==> src/rtl/rand_range_picker.sv <==
// Bounded random value picker.
// Draws bytes from an external LFSR generator, masks them down to the
// smallest all-ones range covering the requested limit, and rejects
// samples that fall outside 0..limit-1. After MAX_TRIES rejections the
// last sample is folded into range by subtracting the limit.
module rand_range_picker #(
    parameter int MAX_TRIES = 16
) (
    input  logic       clock,
    input  logic       reset,
    input  logic       start,
    input  logic [7:0] limit,
    output logic       give_random,
    input  logic [7:0] rnd,
    output logic [7:0] value,
    output logic       valid,
    input  logic       ack,
    output logic       busy,
    output logic       err
);

    typedef enum logic [1:0] {
        IDLE,
        REQ,
        SAMPLE,
        DONE
    } state_t;

    localparam logic [7:0] LAST_TRY = 8'(MAX_TRIES - 1);

    state_t     state;
    state_t     state_next;
    logic [7:0] lim;
    logic [7:0] mask;
    logic [7:0] tries;

    logic [7:0] span;
    logic [7:0] fill1;
    logic [7:0] fill2;
    logic [7:0] mask_new;
    logic [7:0] m;
    logic       hit;
    logic       last;
    logic       accept;

    // Smear the highest set bit of limit-1 downwards to form the mask,
    // and evaluate the current sample against the captured bound.
    always_comb begin
        span     = limit - 8'd1;
        fill1    = span | (span >> 1);
        fill2    = fill1 | (fill1 >> 2);
        mask_new = fill2 | (fill2 >> 4);
        m        = rnd & mask;
        hit      = (m < lim);
        last     = (tries == LAST_TRY);
        accept   = start && (limit != 8'd0);
    end

    // State register with synchronous active-low reset.
    always_ff @(posedge clock) begin
        if (!reset) begin
            state <= IDLE;
        end else begin
            state <= state_next;
        end
    end

    // Next-state decode and state-derived outputs.
    always_comb begin
        state_next  = state;
        give_random = 1'b0;
        valid       = 1'b0;
        busy        = 1'b1;
        case (state)
            IDLE: begin
                busy = 1'b0;
                if (accept) begin
                    state_next = REQ;
                end
            end
            REQ: begin
                give_random = 1'b1;
                state_next  = SAMPLE;
            end
            SAMPLE: begin
                if (hit || last) begin
                    state_next = DONE;
                end else begin
                    state_next = REQ;
                end
            end
            DONE: begin
                valid = 1'b1;
                if (ack) begin
                    state_next = IDLE;
                end
            end
            default: begin
                state_next = IDLE;
            end
        endcase
    end

    // Request capture, retry counting, result registration and error pulse.
    always_ff @(posedge clock) begin
        if (!reset) begin
            lim   <= '0;
            mask  <= '0;
            tries <= '0;
            value <= '0;
            err   <= 1'b0;
        end else begin
            err <= (state == IDLE) && start && (limit == 8'd0);
            case (state)
                IDLE: begin
                    if (accept) begin
                        lim   <= limit;
                        mask  <= mask_new;
                        tries <= '0;
                    end
                end
                SAMPLE: begin
                    if (hit) begin
                        value <= m;
                    end else if (last) begin
                        value <= m - lim;
                    end else begin
                        tries <= tries + 8'd1;
                    end
                end
                default: begin
                end
            endcase
        end
    end

endmodule

==> config.mk <==
export PLATFORM = sky130hd
export DESIGN_NAME = rand_range_picker
export DESIGN_NICKNAME = d
export VERILOG_FILES = /design/src/rtl/rand_range_picker.sv
export SDC_FILE = /design/constraint.sdc
export NUM_CORES = 1
export LEC_CHECK = 0
export BUFFER_PORTS_ARGS = -buffer_cell sky130_fd_sc_hd__buf_2
export CORE_AREA = 3 3 86 88
export CTS_CLUSTER_DIAMETER = 80
export DETAILED_ROUTE_END_ITERATION = 10
export DIE_AREA = 0 0 89 91
export GPL_TIMING_DRIVEN = 1
export PLACE_DENSITY = 0.58
export SYNTH_ARGS = -nofsm -noshare
export SYNTH_HDL_FRONTEND = slang
export SYNTH_SLANG_ARGS = --single-unit
export TNS_END_PERCENT = 5
==> constraint.sdc <==
create_clock -name clock -period 2.86 [get_ports clock]
set_clock_uncertainty 0.1 [all_clocks]
set_input_delay 0.286 -clock clock [delete_from_list [all_inputs] [get_ports clock]]
set_output_delay 0.286 -clock clock [all_outputs]
set_load 0.1 [all_outputs]
# Yosys cells after proc, flatten, opt, wreduce, memory -nomap -nowiden
# Index checks and enable logic that the tools add are counted.
[op_classes] n_lt_le_gt_ge=1 n_mux=13 addsub=3 n_eq_ne=8 n_reduce_logical=13 bitwise=4
[ops] op="$mux W8" count=5
[ops] op="$pmux W8 S2" count=1
[ops] op="$add A8 B1 Y8 const B" count=1
[ops] op="$and A8 B8 Y8" count=1
[ops] op="$eq A8 B4 Y1 const B" count=1
[ops] op="$logic_not A8 Y1" count=1
[ops] op="$lt A8 B8 Y1" count=1
[ops] op="$ne A2 B2 Y1 const B" count=4
[ops] op="$or A8 B4 Y8" count=1
[ops] op="$or A8 B6 Y8" count=1
[ops] op="$or A8 B7 Y8" count=1
[ops] op="$pmux W2 S4" count=1
[ops] op="$reduce_bool A8 Y1" count=1
[ops] op="$sub A8 B1 Y8 const B" count=1
[ops] op="$sub A8 B8 Y8" count=1
[ops] op="$mux W2" count=3
[ops] op="$reduce_and A2 Y1" count=3
[ops] op="$eq A2 B2 Y1 const B" count=2
[ops] op="$reduce_and A4 Y1" count=1
[ops] op="$reduce_bool A2 Y1" count=2
[ops] op="$logic_and A1 B1 Y1" count=3
[ops] op="$mux W1" count=3
[ops] op="$eq A2 B1 Y1 const B" count=1
[ops] op="$logic_not A2 Y1" count=1
[ops] op="$logic_or A1 B1 Y1" count=1
[word_totals] in_bits=20 out_inout_bits=12 regBits=35 word_cells=48

# Depth between registers and ports, before layout
[depth] ltp_word=5 depth_mapped=9 ltp_nobuf=8

# Worst setup path before layout
# No wires, ideal clock.
[synth_path] path_type="reg-to-reg" from="register mask[0]" to="register value[6]" path_slack_ns=0.482 arrival_ns=2.162 path_buffers=0 stages_incl_launch_ff=9 synth_period_minus_slack_ns=2.378 setup_ns=0.116 required_time_ns=2.644 path_cell_list="dfxtp_1 nand2_1 ha_1 fa_1 nand3b_1 a211oi_2 nor2_1 a2111o_1 and3_1"
[synth_via] elab_chain_cells=4 word_cells_on_any_way=7 classes_between="add/sub: 1; order compare: 1; mux: 2; bitwise: 1; reduce/logical: 2"
[synth_rtl] item="start, declared" line="34" source="logic [7:0] mask;"
[synth_rtl] item="start signal, assigned" line="118" source="mask <= mask_new;"
[synth_rtl] item="$and A8 B8 Y8 *" line="53" source="m = rnd & mask;"
[synth_rtl] item="$sub A8 B8 Y8 or $lt A8 B8 Y1 (tied branches)" line="126, 54"
[synth_rtl] item="$mux W8 or $reduce_bool A2 Y1 (tied branches)"
[synth_rtl] item="$mux W8 or $reduce_and A2 Y1 (tied branches)"
[synth_rtl] item="end signal, assigned" line="124" source="value <= m;"
[synth_rtl] item="end signal, assigned" line="126" source="value <= m - lim;"
[synth_rtl] item="end, declared" line="15" source="output logic [7:0] value,"
# Mark *: on every way between the ends. The rest lies on a longest branch, timed or not. The select of a mux whose other input is x is not followed.
# A chain may end at the register's enable or synchronous reset.

# Final worst setup path
# Same ends and word-level chain as after synthesis.

==> results.json <==
{
  "fillers": 706,
  "clk_transition_reported_paths_ns": 0.08,
  "avgSynthCellArea_sq_um": 8.581,
  "num_vias": 2025,
  "fp-row-count": 30,
  "cp_cell_sequence": "nand2_1 > ha_1 > fa_1 > nand3b_1 > a211oi_2 > nor2_1 > a2111o_1 > and3_1",
  "irDropWorstVdd_mv": 0.2492,
  "numPlacedInstances": 369,
  "synth-simple-area-share_pct": 25.41,
  "path_max_fanout": 10,
  "holdWs_ns": 0.1902,
  "ys_seq_area_share_pct": 30.47,
  "startpoint_type": "flop",
  "cts.sinks": 35,
  "relSlewSlack_pct": 32.44,
  "drive_gt1_share_pct": 22.22,
  "synthXorXnorAreaFrac_pct": 3.047,
  "cts-root-buf": "clkbuf_8",
  "final_cell_area_sq_mm": 0.002587,
  "synth_flop_cell": "dfxtp_1",
  "gp_congestion": 0.8496,
  "ys_seq_elements": 35,
  "clk_latency_ns": 0.29,
  "final_cells": 377,
  "maxSlewViolCount": 0,
  "setup_viol": 0,
  "clock.fmax_mhz": 368.0,
  "grt_pass1_vias": 1877,
  "numCtsBuffers": 5,
  "powerDensity_mw_per_mm2": 539.2,
  "grt_pass1_wl_microns": 8997,
  "initial_core_util_pct": 34.23,
  "syn_area_sq_mm": 0.002300,
  "wirelength_microns": 5423,
  "yosysUniqueCellTypes": 61,
  "async_flop_share_pct": 0,
  "cts_hold_buffers": 0,
  "antenna_found_initial": 0,
  "rsz0062_at_grt": "yes",
  "synth_top_family_by_area": "compound AO/OA/AOI/OAI gates",
  "worstPathRequired_ns": 2.94,
  "cts_tree": "built",
  "critical_path_class": "flop to flop",
  "power_leakage_uw": 0.001034,
  "io_pins": 32,
  "status": "completed",
  "grt_remaining_overflow": 0,
  "hold_viol_final": 0,
  "dieArea_sq_mm": 0.008099,
  "placed_cell_area_sq_mm": 0.002481,
  "insertedDiodeCount": 0,
  "synth_compound_area_share_pct": 26.44,
  "multiInputGateArea_sq_mm": 0.001468,
  "path_delay_family": "compound AO/OA/AOI/OAI gates",
  "syn_nets": 302,
  "final_nets": 330,
  "dpl.hpwl_microns": 4285,
  "cap_viol_max_count": 0,
  "post_cts_buffers": 0,
  "max_stage_delay_ns": 0.44,
  "worst_pin_slew_ns": 1.012,
  "syn_to_final_growth_pct": 12.51,
  "die_w_microns": 89,
  "seqCellArea_sq_um": 700.7,
  "via_per_inst": 5.371,
  "synth.area.mux_share_pct": 0.8705,
  "numPortBuffers": 31,
  "ctsLongestPathBuffers": 2,
  "synth-edff-count": 0,
  "slowest_stage": "a2111o_1",
  "die_h_microns": 91,
  "antenna_left": 0,
  "syn_inst": 268,
  "remaining_drc_errors": 0,
  "fin_crit_sh_pct": 95.00,
  "grt_use_total_pct": 13.88,
  "synth_warnings": 0,
  "avgRoutedWirePerCell_microns": 14.38,
  "fin_crit_ns": 2.717,
  "synth_fa_ha_area_share_pct": 7.943,
  "h-tree-depth": 2,
  "coreArea_sq_mm": 0.006719,
  "grt_max_degree": 31,
  "arrival_ns": 2.80,
  "first_pass_iters": 4,
  "critPathBufInv": 0,
  "drt_iter0_markers": 77,
  "cp-end-kind": "flop",
  "hp-class": "input pin to flop"
}
-- through the flow --
stage / util, % / power [uW] / TNS [ns] / setup WS, ns
global placement: 36.93 / 994.0 / 0 / 0.1073
CTS: 38.47 / 1400 / 0 / 0.1554
global route: 38.51 / 1479 / -0.03325 / -0.03325
floorplan: - / 907.1 / 0 / 0.4823
finish: 38.51 / 1395 / 0 / 0.1429
detailed placement: 36.93 / 994.4 / 0 / 0.1183
-- logic make-up after synthesis --
family | after synthesis
mux | 2
flops | 35
buf+inv | 25
xor+xnor | 8
simple gates | 103
fa+ha+maj | 14
compound gates | 81
-- layer usage --
layer	wire (microns)	track usage [%]	part of all wire, %	vias up
li1	-	-	-	1047
met1	2703	19.50	50	934
met2	2436	21.23	45	37
met3	236	3.358	4.4	7
met4	46	3.350	0.85	0
met5	0	0	0	-
-- report_power, final --
part	total (uW)	internal [uW]	switching (uW)
combinational	446	143	302
clock	408	219	189
sequential	541	520	21.3
-- cells in the final DEF (no fill, tap or decap), drive strengths merged, types with 5 or more instances in the layout --
| cell type | netlist | layout |
|---|---|---|
| dfxtp | 35 | 35 |
| a21oi | 21 | 21 |
| or4 | 5 | 5 |
| buf | 4 | 32 |
| ha | 13 | 13 |
| or3 | 10 | 10 |
| nor2 | 9 | 9 |
| clkbuf | 7 | 7 |
| nand2b | 7 | 7 |
| a21boi | 11 | 11 |
| and2 | 10 | 10 |
| inv | 14 | 14 |
| nor3 | 9 | 9 |
| nand4 | 5 | 5 |
| nand2 | 28 | 28 |
| o21ai | 16 | 16 |
-- cell type report --
type	count	share of cell area [%]
Inverter	14	2.031
Clock inverter	1	0.2901
Timing Repair Buffer	32	6.286
Multi-Input combinational cell	208	56.72
Tap cell	80	3.868
Clock buffer	7	3.723
Sequential cell	35	27.08
-- worst paths after layout --
check	start	endpoint	slack, ns	depth (start not counted)
max	mask[0]$_SDFFE_PN0P_	value[6]$_SDFFE_PN0P_	0.14	8
min	limit[2]	lim[2]$_SDFFE_PN0P_	0.19	3
max reg2reg	mask[0]$_SDFFE_PN0P_	value[6]$_SDFFE_PN0P_	0.14	8
min reg2reg	lim[7]$_SDFFE_PN0P_	lim[7]$_SDFFE_PN0P_	0.37	2
-- cells in the mapped netlist (all sizes together) (5+ instances only) --
cell	instances	area, sq um
nor2	9	33.78
nand2	28	120.1
inv	14	52.55
or4	5	41.29
o21ai	16	80.08
a21oi	21	105.1
a21boi	11	116.4
or3	10	68.82
ha	13	162.7
nand4	5	31.28
clkbuf	7	37.53
dfxtp	35	700.7
nand2b	7	43.79
and2	10	62.56
nor3	9	50.05
-- registers in the layout, summed over array words and instances (netlist names) --
| signal | count |
|---|---|
| lim | 8 |
| mask | 8 |
| tries | 8 |
| value | 8 |
| state | 2 |
| err | 1 |
-- worst reg2reg max path, delay by kind of cell (launching register included) --
kind	cells	cell delay, ns
DFF	1	0.33
AOI/OAI and AO/OA	2	0.83
and+or+nand+nor	4	0.74
adders and majority gates	2	0.62
-- what timing repair did --
| action | CTS | global route |
|---|---|---|
| endpoints found under the hold margin | 0 | 0 |
| endpoints found under the setup margin | 0 | 3 |
| gates resized for setup | 0 | 1 |
Note: power is estimated with default switching activity, not from simulation.
